<file path="config.mk">
export PLATFORM = sky130hd
export DESIGN_NAME = serial_add_ctrl
export DESIGN_NICKNAME = d
export VERILOG_FILES = /design/src/rtl/serial_add_ctrl.sv
export SDC_FILE = /design/constraint.sdc
export NUM_CORES = 1
export LEC_CHECK = 0
export CORE_MARGIN = 2
export CORE_UTILIZATION = 46
export DETAILED_ROUTE_END_ITERATION = 10
export PLACE_DENSITY_LB_ADDON = 0.15
export SETUP_SLACK_MARGIN = 0.02
export SLEW_MARGIN = 20
export SYNTH_ARGS = -nofsm -noshare
export SYNTH_HDL_FRONTEND = slang
export SYNTH_SLANG_ARGS = --single-unit
</file>
<file path="constraint.sdc">
create_clock -name clk -period 1.5 [get_ports clk]
set_clock_uncertainty 0.05 [all_clocks]
set_input_delay 0.45 -clock clk [delete_from_list [all_inputs] [get_ports clk]]
set_output_delay 0.45 -clock clk [all_outputs]
set_load 0.05 [all_outputs]
</file>
<file path="src/rtl/serial_add_ctrl.sv">
// Purpose : bit-serial WIDTH-bit adder sequencer driving one external 1-bit full adder, LSB first.
// Latency : done pulses WIDTH+1 cycles after start is accepted; back-to-back period WIDTH+2 cycles.
// Backpr. : start is sampled only in IDLE; requests while busy (RUN or DONE) are ignored.
//
// Ports:
//   clk, rst_n          rising-edge clock, asynchronous active-low reset
//   start, a, b, cin    request and operands, captured when start is accepted in IDLE
//   busy, done          busy in RUN/DONE; done is a one-cycle pulse when sum/cout are valid
//   sum, cout           last completed result, updated only at completion
//   fa_x, fa_y, fa_cin  operand bits and carry presented to the external full adder
//   fa_sum, fa_cout     combinational results from the external full adder
module serial_add_ctrl #(
    parameter int WIDTH = 8
) (
    input  logic             clk,
    input  logic             rst_n,
    input  logic             start,
    input  logic [WIDTH-1:0] a,
    input  logic [WIDTH-1:0] b,
    input  logic             cin,
    output logic             busy,
    output logic             done,
    output logic [WIDTH-1:0] sum,
    output logic             cout,
    output logic             fa_x,
    output logic             fa_y,
    output logic             fa_cin,
    input  logic             fa_sum,
    input  logic             fa_cout
);

    localparam int CW = (WIDTH > 2) ? $clog2(WIDTH) : 1;

    typedef enum logic [1:0] {
        IDLE = 2'd0,
        RUN  = 2'd1,
        DONE = 2'd2
    } state_t;

    state_t           state;
    state_t           state_nxt;
    logic [WIDTH-1:0] a_sh;
    logic [WIDTH-1:0] b_sh;
    logic [WIDTH-1:0] psum;
    logic             carry;
    logic [CW-1:0]    cnt;
    logic             last_bit;
    logic [WIDTH-1:0] psum_nxt;

    assign last_bit = (cnt == CW'(WIDTH - 1));
    // Sum bits enter at the MSB so that after WIDTH shifts bit 0 sits at the LSB.
    assign psum_nxt = {fa_sum, psum[WIDTH-1:1]};

    always_ff @(posedge clk or negedge rst_n) begin
        if (!rst_n) begin
            state <= IDLE;
        end else begin
            state <= state_nxt;
        end
    end

    always_comb begin
        state_nxt = state;
        busy      = 1'b0;
        done      = 1'b0;
        fa_x      = 1'b0;
        fa_y      = 1'b0;
        fa_cin    = 1'b0;
        case (state)
            IDLE: begin
                if (start) begin
                    state_nxt = RUN;
                end
            end
            RUN: begin
                busy   = 1'b1;
                fa_x   = a_sh[0];
                fa_y   = b_sh[0];
                fa_cin = carry;
                if (last_bit) begin
                    state_nxt = DONE;
                end
            end
            DONE: begin
                busy      = 1'b1;
                done      = 1'b1;
                state_nxt = IDLE;
            end
            default: begin
                state_nxt = IDLE;
            end
        endcase
    end

    always_ff @(posedge clk or negedge rst_n) begin
        if (!rst_n) begin
            a_sh  <= '0;
            b_sh  <= '0;
            psum  <= '0;
            carry <= 1'b0;
            cnt   <= '0;
            sum   <= '0;
            cout  <= 1'b0;
        end else begin
            case (state)
                IDLE: begin
                    if (start) begin
                        a_sh  <= a;
                        b_sh  <= b;
                        carry <= cin;
                        cnt   <= '0;
                    end
                end
                RUN: begin
                    psum  <= psum_nxt;
                    carry <= fa_cout;
                    a_sh  <= {1'b0, a_sh[WIDTH-1:1]};
                    b_sh  <= {1'b0, b_sh[WIDTH-1:1]};
                    cnt   <= cnt + CW'(1);
                    if (last_bit) begin
                        sum  <= psum_nxt;
                        cout <= fa_cout;
                    end
                end
                default: begin
                end
            endcase
        end
    end

endmodule

</file>
==> results of run 1 <==
[cell usage after synthesis (all sizes together)]
library cell / number
o221a: 3
nand4: 2
o22ai: 10
a21oi: 6
nand2: 4
o21ai: 7
o22a: 2
ha: 5
nor2: 11
clkbuf: 1
nand2b: 2
nand3: 4
a211oi: 7
a22o: 2
nor3: 9
mux2: 16
inv: 7
buf: 10
and2: 3
and3: 2
dfrtp: 38
and3b: 1
nor2b: 1
a221oi: 3
or3: 2
[sequential cells by signal, indices dropped and copies added, names as in the netlist]
| register | flops |
|---|---|
| a_sh | 8 |
| b_sh | 8 |
| sum | 8 |
| psum | 7 |
| cnt | 3 |
| state | 2 |
| carry | 1 |
| cout | 1 |
[worst max-delay path by stage]
| stage | start | end |
|---|---|---|
| after floorplan | state[0] | busy |
| after global placement | start | b_sh[4] |
| after detailed placement | start | a_sh[2] |
| after CTS | state[0] | fa_x |
| after global routing | state[1] | fa_x |
| final | state[1] | fa_x |
[per-stage QoR]
stage                     hold slack [ps]  TNS (ps)  cell area (µm²)
final                                61.2     -1420             2840
after global routing                 79.0     -2390             2840
after CTS                            75.8     -1180             2750
after detailed placement              382     -6280             2510
after global placement                381     -5220             2510
after floorplan                       104     -3.36             1880
[layout make-up]
cell class | instances | area [µm²]
Tap cell | 50 | 62.6
Multi-Input combinational cell | 103 | 932
Inverter | 7 | 33.8
Sequential cell | 38 | 952
Fill cell | 251 | 1100
Timing Repair Buffer | 65 | 767
Clock inverter | 1 | 5.00
Clock buffer | 7 | 86.3
[routing by layer]
metal | vias to the layer above | routed length (µm)
met4 | 0 | 53
met5 | - | 0
met3 | 5 | 208
li1 | 705 | -
met1 | 755 | 1770
met2 | 33 | 2360
[cells by family after synthesis]
family                     after synthesis
AOI/OAI and AO/OA                       40
adders and majority gates                5
buffers and inverters                   18
DFF                                     38
muxes                                   16
and+or+nand+nor                         41
[timing repair]
item	in CTS	in global routing
hold buffers	0	0
endpoints found under the setup margin	34	41
setup buffers	7	2
pin swaps	5	6
cloned	1	0
gates resized for setup	24	21
[power groups by stage]
stage	logic, mW	registers (mW)	clock network (mW)
after global placement	3.31	1.87	0
after global routing	4.13	1.99	0.774
final	3.89	1.93	0.712
after floorplan	1.78	2.15	0
after CTS	3.72	1.90	0.733
after detailed placement	3.39	1.90	0
[cells in the final DEF (no fill, tap or decap), types with 2 or more instances in the layout]
cell and n:
sky130_fd_sc_hd__a22o_1 2, sky130_fd_sc_hd__a21oi_1 5, sky130_fd_sc_hd__o22ai_1 9, sky130_fd_sc_hd__a211oi_2 7, sky130_fd_sc_hd__nand4_1 2, sky130_fd_sc_hd__o21ai_2 2, sky130_fd_sc_hd__mux2_2 16, sky130_fd_sc_hd__or3_1 2
sky130_fd_sc_hd__nand2_2 2, sky130_fd_sc_hd__o22a_1 2, sky130_fd_sc_hd__a221oi_2 3, sky130_fd_sc_hd__nor3_2 6, sky130_fd_sc_hd__o21ai_0 4, sky130_fd_sc_hd__inv_2 2, sky130_fd_sc_hd__nand3_1 4, sky130_fd_sc_hd__inv_1 4
sky130_fd_sc_hd__nand2_4 2, sky130_fd_sc_hd__dfrtp_1 37, sky130_fd_sc_hd__nor2_1 9, sky130_fd_sc_hd__buf_12 15, sky130_fd_sc_hd__clkdlybuf4s50_1 19, sky130_fd_sc_hd__o221a_2 3, sky130_fd_sc_hd__and2_4 3, sky130_fd_sc_hd__buf_6 12
sky130_fd_sc_hd__ha_4 4, sky130_fd_sc_hd__nand2b_1 2, sky130_fd_sc_hd__nor3_1 2, sky130_fd_sc_hd__buf_4 17, sky130_fd_sc_hd__clkbuf_8 6, sky130_fd_sc_hd__nor2_2 2, sky130_fd_sc_hd__and3_1 2
==> impl_results.html, run 1 <==
<table>
<tr><th>Metric</th><th>Value</th></tr>
<tr><th colspan="2">Run status</th></tr>
<tr><td>Run status</td><td>finished with violations</td></tr>
<tr><td>Violated checks</td><td>negative setup slack</td></tr>
<tr><th colspan="2">Floorplan</th></tr>
<tr><td>Die width</td><td>about 67 µm</td></tr>
<tr><td>Number of standard-cell rows in the floorplan</td><td>23</td></tr>
<tr><td>Top Ports</td><td>36</td></tr>
<tr><td>Die ar.</td><td>4540 µm²</td></tr>
<tr><td>Die Span Y</td><td>between 60 and 70 µm</td></tr>
<tr><td>Core area</td><td>3940 µm²</td></tr>
<tr><td>Starting utilization of the core area</td><td>46.8%</td></tr>
<tr><th colspan="2">GRT</th></tr>
<tr><td>Maximum number of pins on one net before global-route repair</td><td>39</td></tr>
<tr><td>Antenna violations before repair</td><td>0</td></tr>
<tr><td>GR Util met2</td><td>36.8%</td></tr>
<tr><td>Busiest layer in global routing</td><td>met2</td></tr>
<tr><td>M1 GR Usage</td><td>25.8%</td></tr>
<tr><td>Vias in the first global route</td><td>1559</td></tr>
<tr><td>Met3 usage</td><td>5.17%</td></tr>
<tr><td>Sum of overflow across all layers after global routing</td><td>0</td></tr>
<tr><td>Global router's overall resource usage</td><td>between 20% and 30%</td></tr>
<tr><td>Wire length of the first global-routing pass</td><td>a little over 7 mm</td></tr>
<tr><th colspan="2">Route</th></tr>
<tr><td>Remaining routing DRC violations</td><td>0</td></tr>
<tr><td>Vias per std cell</td><td>5.53</td></tr>
<tr><td>WL/cell</td><td>16.2 µm</td></tr>
<tr><td>Starting DRT DRC Count</td><td>a little over 70</td></tr>
<tr><td>Final WL</td><td>4.39 mm</td></tr>
<tr><td>Vias post-DR</td><td>approximately 1500</td></tr>
<tr><td>Remaining number of nets flagged by the antenna check after routing</td><td>0</td></tr>
<tr><td>Number of iterations in the first detailed-routing pass</td><td>4</td></tr>
<tr><th colspan="2">Layout</th></tr>
<tr><td>Count of placed standard cells in the final layout, fillers left out</td><td>271</td></tr>
<tr><td>Final-stage net count</td><td>approximately 250</td></tr>
<tr><td>Count of inserted antenna diode cells</td><td>0</td></tr>
<tr><td>Share of final-layout standard cells stronger than drive strength 1</td><td>50.2%</td></tr>
<tr><td>Fraction of the core area covered by cells at the end of the flow</td><td>roughly 70%</td></tr>
<tr><td>Signed area change from the synthesized netlist to the final layout</td><td>53.7%</td></tr>
<tr><th colspan="2">STA</th></tr>
<tr><td>Upper clock frequency limit</td><td>0.579 GHz</td></tr>
<tr><td>Worst-case headroom to the max-slew limit</td><td>about 84%</td></tr>
<tr><td>Min cycle time layout</td><td>1730 ps</td></tr>
<tr><td>Final hold vios</td><td>0</td></tr>
<tr><td>Final slew viol count</td><td>0</td></tr>
<tr><td>Worst Slack Setup Final</td><td>-226 ps</td></tr>
<tr><td>RSZ-0062 raised after global routing</td><td>yes</td></tr>
<tr><td>Count of endpoints failing setup in the final report</td><td>14</td></tr>
<tr><td>Tightest Pin Transition</td><td>246 ps</td></tr>
<tr><td>Fin crit share</td><td>115%</td></tr>
<tr><th colspan="2">Logic synthesis</th></tr>
<tr><td>Fraction of synthesized cell area in xor and xnor cells</td><td>0%</td></tr>
<tr><td>Synthesized-area fraction occupied by and/or/nand/nor cells</td><td>between 10 and 15%</td></tr>
<tr><td>Proportion of synthesized chip area in sequential cells</td><td>51.5%</td></tr>
<tr><td>Total standard cell area after synthesis</td><td>1850 µm²</td></tr>
<tr><td>Post-synthesis mux area share</td><td>about a tenth</td></tr>
<tr><td>Flip-flop and latch count after synthesis</td><td>38</td></tr>
<tr><td>Post-Synthesis Cells</td><td>158</td></tr>
<tr><td>Fraction of post-synthesis cell area in the top cell type by area</td><td>51.5%</td></tr>
<tr><td>Distinct cells, synth</td><td>30</td></tr>
<tr><td>Synthesized-area fraction occupied by ao, oa, aoi and oai cells</td><td>17.8%</td></tr>
<tr><td>Yosys top cell by area</td><td>sky130_fd_sc_hd__dfrtp_1</td></tr>
<tr><td>Synthesized area per cell</td><td>~12 µm²</td></tr>
<tr><td>Dominant cells by area after synthesis</td><td>sky130_fd_sc_hd__dfrtp_1, sky130_fd_sc_hd__mux2_2, sky130_fd_sc_hd__a211oi_2, sky130_fd_sc_hd__ha_1, sky130_fd_sc_hd__o22ai_1</td></tr>
<tr><td>Post-synthesis adder-cell area fraction</td><td>3.39%</td></tr>
<tr><td>Combinational family with the most area after synthesis</td><td>compound AO/OA/AOI/OAI gates</td></tr>
<tr><td>Synthesis warning total</td><td>0</td></tr>
<tr><td>Net count after synthesis</td><td>185</td></tr>
<tr><th colspan="2">Placed design</th></tr>
<tr><td>Worst slack after detailed placement</td><td>-335 ps</td></tr>
<tr><td>Total of buffers placed on input and output ports</td><td>35</td></tr>
<tr><td>Placed wire-length estimate after detailed placement</td><td>slightly below 3 mm</td></tr>
<tr><td>Number of placed instances, taps included</td><td>254</td></tr>
<tr><td>Gpl congestion</td><td>between 0.8 and 0.9</td></tr>
<tr><th colspan="2">Power and ir drop</th></tr>
<tr><td>Relative contribution of combinational cells to total power</td><td>59.6%</td></tr>
<tr><td>Clock power share</td><td>10.9%</td></tr>
<tr><td>Total power of the final layout</td><td>6.53 mW</td></tr>
<tr><td>Worst IR Drop VDD</td><td>about 0.0012 V</td></tr>
<tr><td>Switching portion of total power</td><td>40.1%</td></tr>
<tr><td>Net switching power</td><td>2.62 mW</td></tr>
<tr><td>Leakage component of the power</td><td>1.22 nW</td></tr>
<tr><td>Sequential group share of total power</td><td>29.5%</td></tr>
<tr><td>Total internal power</td><td>3.91 mW</td></tr>
<tr><td>Power Dens Cells</td><td>approximately 2300 nW/µm²</td></tr>
<tr><th colspan="2">Clock tree</th></tr>
<tr><td>Buffer depth of the longest clock path</td><td>2</td></tr>
<tr><td>Sinks on Clock Net</td><td>38</td></tr>
<tr><td>Clock transition at the registers of the reported paths</td><td>70 ps</td></tr>
<tr><td>Num CTS Buffers</td><td>5</td></tr>
<tr><td>H-tree depth</td><td>2</td></tr>
<tr><td>Root cell of the clock tree</td><td>sky130_fd_sc_hd__clkbuf_8</td></tr>
<tr><td>TritonCTS clock tree</td><td>built</td></tr>
<tr><td>Insertion delay to the later sink of the worst-skew pair</td><td>290 ps</td></tr>
<tr><th colspan="2">Setup path</th></tr>
<tr><td>Reg2Reg Capture Point</td><td>a_sh[0]</td></tr>
<tr><td>Cell chain of the critical path</td><td>inv_2 &gt; ha_4 &gt; and2_4 &gt; buf_12</td></tr>
<tr><td>Largest fanout of any net on the critical path</td><td>5</td></tr>
<tr><td>Critical Path Max Stage Delay</td><td>a little under 400 ps</td></tr>
<tr><td>Reg-to-Reg Start</td><td>state[1]</td></tr>
<tr><td>Reg-to-reg setup timing slack</td><td>-90 ps</td></tr>
<tr><td>Category of the worst setup path capture point</td><td>output port</td></tr>
<tr><td>Data arrival time of the critical path</td><td>1230 ps</td></tr>
<tr><td>Sum of buffers and inverters on the critical path</td><td>2</td></tr>
<tr><td>Kind of start point of the critical path</td><td>flip-flop</td></tr>
<tr><td>Cell at the slowest stage of the critical path</td><td>sky130_fd_sc_hd__dfrtp_1</td></tr>
<tr><td>Depth of the most critical reg-to-reg path</td><td>7</td></tr>
<tr><td>Endpoint required time on the critical path</td><td>1000 ps</td></tr>
<tr><td>Critical path type</td><td>reg -&gt; out</td></tr>
<tr><td>Count of cell instances traversed by the critical path</td><td>4</td></tr>
<tr><td>Cell class contributing the biggest share of worst-path delay</td><td>flip-flops</td></tr>
<tr><th colspan="2">Flow run</th></tr>
<tr><td>Max-cap check violation count</td><td>0</td></tr>
<tr><th colspan="2">Worst hold path</th></tr>
<tr><td>Worst min-delay path class</td><td>in -&gt; async</td></tr>
</table>
Note: power is estimated with default switching activity, not from simulation.
==> run 2, diff against run 1 <==
--- a/config.mk
+++ b/config.mk
@@ -6,8 +6,9 @@
 export NUM_CORES = 1
 export LEC_CHECK = 0
 export CORE_MARGIN = 2
-export CORE_UTILIZATION = 46
+export CORE_UTILIZATION = 47
 export DETAILED_ROUTE_END_ITERATION = 10
+export DONT_BUFFER_PORTS = 1
 export PLACE_DENSITY_LB_ADDON = 0.15
 export SETUP_SLACK_MARGIN = 0.02
 export SLEW_MARGIN = 20
==> run 2 against run 1 <==
  * The flow still finishes with violations (negative setup slack)
  * Worst setup slack better by 26 ps
  * Sequential cell count unchanged
  * Routed wire length down 5.1%
  * Sequential power up 17%
  * Critical path depth down 1
  * Register-to-register slack worse by 20 ps
  * Non-clock buffer count down 37
  * Combinational power down 33%
  * Fmax up 1.5%
  * Critical endpoint is now busy
==> impl_results.html, run 2 (synthesis results as in run 1) <==
<table>
<tr><th>Metric</th><th>Value</th></tr>
<tr><th colspan="2">Route</th></tr>
<tr><td>WL/cell</td><td>18.0 µm</td></tr>
<tr><td>Final WL</td><td>4.17 mm</td></tr>
<tr><td>Vias post-DR</td><td>1315</td></tr>
<tr><td>Remaining routing DRC violations</td><td>0</td></tr>
<tr><td>Remaining number of nets flagged by the antenna check after routing</td><td>0</td></tr>
<tr><td>Vias per std cell</td><td>around 5.7</td></tr>
<tr><td>Starting DRT DRC Count</td><td>57</td></tr>
<tr><td>Number of iterations in the first detailed-routing pass</td><td>4</td></tr>
<tr><th colspan="2">GRT</th></tr>
<tr><td>Maximum number of pins on one net before global-route repair</td><td>39</td></tr>
<tr><td>Met3 usage</td><td>6.93%</td></tr>
<tr><td>Wire length of the first global-routing pass</td><td>6.90 mm</td></tr>
<tr><td>Global router's overall resource usage</td><td>21.0%</td></tr>
<tr><td>Busiest layer in global routing</td><td>met2</td></tr>
<tr><td>M1 GR Usage</td><td>approximately 24%</td></tr>
<tr><td>GR Util met2</td><td>37.4%</td></tr>
<tr><td>Antenna violations before repair</td><td>0</td></tr>
<tr><td>Sum of overflow across all layers after global routing</td><td>0</td></tr>
<tr><td>Vias in the first global route</td><td>1393</td></tr>
<tr><th colspan="2">Setup path</th></tr>
<tr><td>Cell class contributing the biggest share of worst-path delay</td><td>flip-flops</td></tr>
<tr><td>Endpoint required time on the critical path</td><td>1000 ps</td></tr>
<tr><td>Cell at the slowest stage of the critical path</td><td>sky130_fd_sc_hd__dfrtp_1</td></tr>
<tr><td>Reg-to-Reg Start</td><td>state[1]</td></tr>
<tr><td>Critical Path Max Stage Delay</td><td>370 ps</td></tr>
<tr><td>Sum of buffers and inverters on the critical path</td><td>2</td></tr>
<tr><td>Critical path type</td><td>reg -&gt; out</td></tr>
<tr><td>Crit path launch</td><td>state[1]</td></tr>
<tr><td>Category of the worst setup path capture point</td><td>output port</td></tr>
<tr><td>Kind of start point of the critical path</td><td>flip-flop</td></tr>
<tr><td>Cell chain of the critical path</td><td>inv_2 &gt; ha_1 &gt; buf_12</td></tr>
<tr><td>Data arrival time of the critical path</td><td>around 1200 ps</td></tr>
<tr><td>Largest fanout of any net on the critical path</td><td>2</td></tr>
<tr><th colspan="2">Placed design</th></tr>
<tr><td>Gpl congestion</td><td>0.748</td></tr>
<tr><td>Placed wire-length estimate after detailed placement</td><td>2.92 mm</td></tr>
<tr><td>Worst slack after detailed placement</td><td>-78.0 ps</td></tr>
<tr><td>Post-placement cell area</td><td>around 2000 µm²</td></tr>
<tr><td>Total of buffers placed on input and output ports</td><td>0</td></tr>
<tr><th colspan="2">Run status</th></tr>
<tr><td>Violated checks</td><td>negative setup slack</td></tr>
<tr><td>Run status</td><td>finished with violations</td></tr>
<tr><th colspan="2">STA</th></tr>
<tr><td>Min cycle time layout</td><td>1700 ps</td></tr>
<tr><td>Final slew viol count</td><td>0</td></tr>
<tr><td>Worst-case headroom to the max-slew limit</td><td>67.9%</td></tr>
<tr><td>RSZ-0062 raised after global routing</td><td>yes</td></tr>
<tr><td>Fin crit share</td><td>113%</td></tr>
<tr><td>Tightest Pin Transition</td><td>482 ps</td></tr>
<tr><td>Worst Slack Setup Final</td><td>-200 ps</td></tr>
<tr><td>Upper clock frequency limit</td><td>0.588 GHz</td></tr>
<tr><td>Final hold vios</td><td>0</td></tr>
<tr><td>Count of endpoints failing setup in the final report</td><td>29</td></tr>
<tr><th colspan="2">Clock tree</th></tr>
<tr><td>TritonCTS clock tree</td><td>built</td></tr>
<tr><td>Insertion delay to the later sink of the worst-skew pair</td><td>290 ps</td></tr>
<tr><td>Buffer depth of the longest clock path</td><td>2</td></tr>
<tr><td>Num CTS Buffers</td><td>5</td></tr>
<tr><td>Clock transition at the registers of the reported paths</td><td>roughly 80 ps</td></tr>
<tr><td>H-tree depth</td><td>2</td></tr>
<tr><td>Sinks on Clock Net</td><td>38</td></tr>
<tr><td>Root cell of the clock tree</td><td>sky130_fd_sc_hd__clkbuf_8</td></tr>
<tr><th colspan="2">Floorplan</th></tr>
<tr><td>Die Span Y</td><td>66.7 µm</td></tr>
<tr><td>Number of standard-cell rows in the floorplan</td><td>22</td></tr>
<tr><td>Top Ports</td><td>36</td></tr>
<tr><td>Die ar.</td><td>approximately 4400 µm²</td></tr>
<tr><td>Starting utilization of the core area</td><td>49.7%</td></tr>
<tr><td>Die width</td><td>66.7 µm</td></tr>
<tr><td>Core area</td><td>3720 µm²</td></tr>
<tr><th colspan="2">Layout</th></tr>
<tr><td>Signed area change from the synthesized netlist to the final layout</td><td>24.2%</td></tr>
<tr><td>Share of final-layout standard cells stronger than drive strength 1</td><td>43.5%</td></tr>
<tr><td>Non-Filler Cell Area, Final</td><td>2290 µm²</td></tr>
<tr><td>Fraction of the core area covered by cells at the end of the flow</td><td>61.7%</td></tr>
<tr><td>Final-stage net count</td><td>210</td></tr>
<tr><td>Fill cell instance count of the final layout</td><td>314</td></tr>
<tr><td>Top Registers</td><td>a_sh x8, b_sh x8, sum x8</td></tr>
<tr><td>Commonest non-fill, non-tap cells in the layout</td><td>sky130_fd_sc_hd__dfrtp_1, sky130_fd_sc_hd__buf_4, sky130_fd_sc_hd__mux2_2</td></tr>
<tr><td>Most common cell after layout, fill and taps aside</td><td>sky130_fd_sc_hd__dfrtp_1</td></tr>
<tr><td>Count of inserted antenna diode cells</td><td>0</td></tr>
<tr><th colspan="2">Worst hold path</th></tr>
<tr><td>Worst min-delay path class</td><td>in -&gt; reg</td></tr>
<tr><td>Hold path startpoint</td><td>fa_cout</td></tr>
<tr><th colspan="2">Power and ir drop</th></tr>
<tr><td>Worst IR Drop VDD</td><td>0.00142 V</td></tr>
<tr><td>Leakage component of the power</td><td>0.988 nW</td></tr>
<tr><td>Power Dens Cells</td><td>2430 nW/µm²</td></tr>
<tr><th colspan="2">Flow run</th></tr>
<tr><td>Max-cap check violation count</td><td>0</td></tr>
</table>
run 2: changes by cell type in the layout (fill, tap and decap cells not counted), moves of 3 or more:
cell,change
sky130_fd_sc_hd__clkdlybuf4s50_1,-19
sky130_fd_sc_hd__buf_12,-12
sky130_fd_sc_hd__buf_6,-9
sky130_fd_sc_hd__buf_4,+3
run 2: stage by stage:
step | instances | total power, mW | hold slack, ps | setup TNS [ps]
after floorplan | 158 | 3.93 | 104 | -3.36
after global placement | 219 | 4.47 | 105 | -196
after detailed placement | 219 | 4.59 | 105 | -854
after CTS | 232 | 5.57 | 254 | -1890
after global routing | 232 | 5.90 | 245 | -4890
final | 232 | 5.57 | 258 | -2030
run 2: path summary, 6_finish.rpt:
check	to	slack, ps	cells past startpoint
max	busy	-200	3
min in group asynchronous	b_sh[6]	550	2
min reg2reg	sum[0]	460	1
min	cout	260	1
max reg2reg	a_sh[6]	-110	6
max in group asynchronous	sum[7]	640	2
run 2: worst reg2reg max path, cell delays in order, from the launching register on:
cell and delay [ps]:
sky130_fd_sc_hd__dfrtp_1 400, sky130_fd_sc_hd__inv_2 90, sky130_fd_sc_hd__ha_1 270, sky130_fd_sc_hd__nor2b_4 230
sky130_fd_sc_hd__nor2_1 60, sky130_fd_sc_hd__buf_4 150, sky130_fd_sc_hd__a221oi_2 270
run 2: power by group:
group	switching [mW]	internal [mW]	total [mW]
Sequential	0.755	1.50	2.25
Clock	0.348	0.371	0.719
Combinational	1.32	1.28	2.60
Total	2.42	3.14	5.57
run 2: per-layer routing:
metal | up-vias | routed length, µm | part of all wire [%]
li1 | 630 | - | -
met5 | - | 0 | 0
met1 | 658 | 1680 | 40
met3 | 4 | 235 | 5.6
met4 | 0 | 35 | 0.84
met2 | 23 | 2220 | 53
run 2: final cells by class:
class / count / area (µm²) / area share, %
flip-flops and latches: 38 / 951 / 41.5
multi-input cells: 103 / 893 / 39.0
repair buffers: 28 / 269 / 11.7
clock buffers: 7 / 86.3 / 3.76
well taps: 48 / 60.1 / 2.62
inverters: 7 / 28.8 / 1.25
clock inverters: 1 / 5.00 / 0.218
run 2: repair_timing:
item                                    CTS  global route
gates resized for setup                  17             3
hold endpoints to repair                 38             0
endpoints found under the setup margin   30            43
pin swaps                                 6             0
gates cloned                              1             0
buffers inserted                          2             0
hold buffers                              2             0
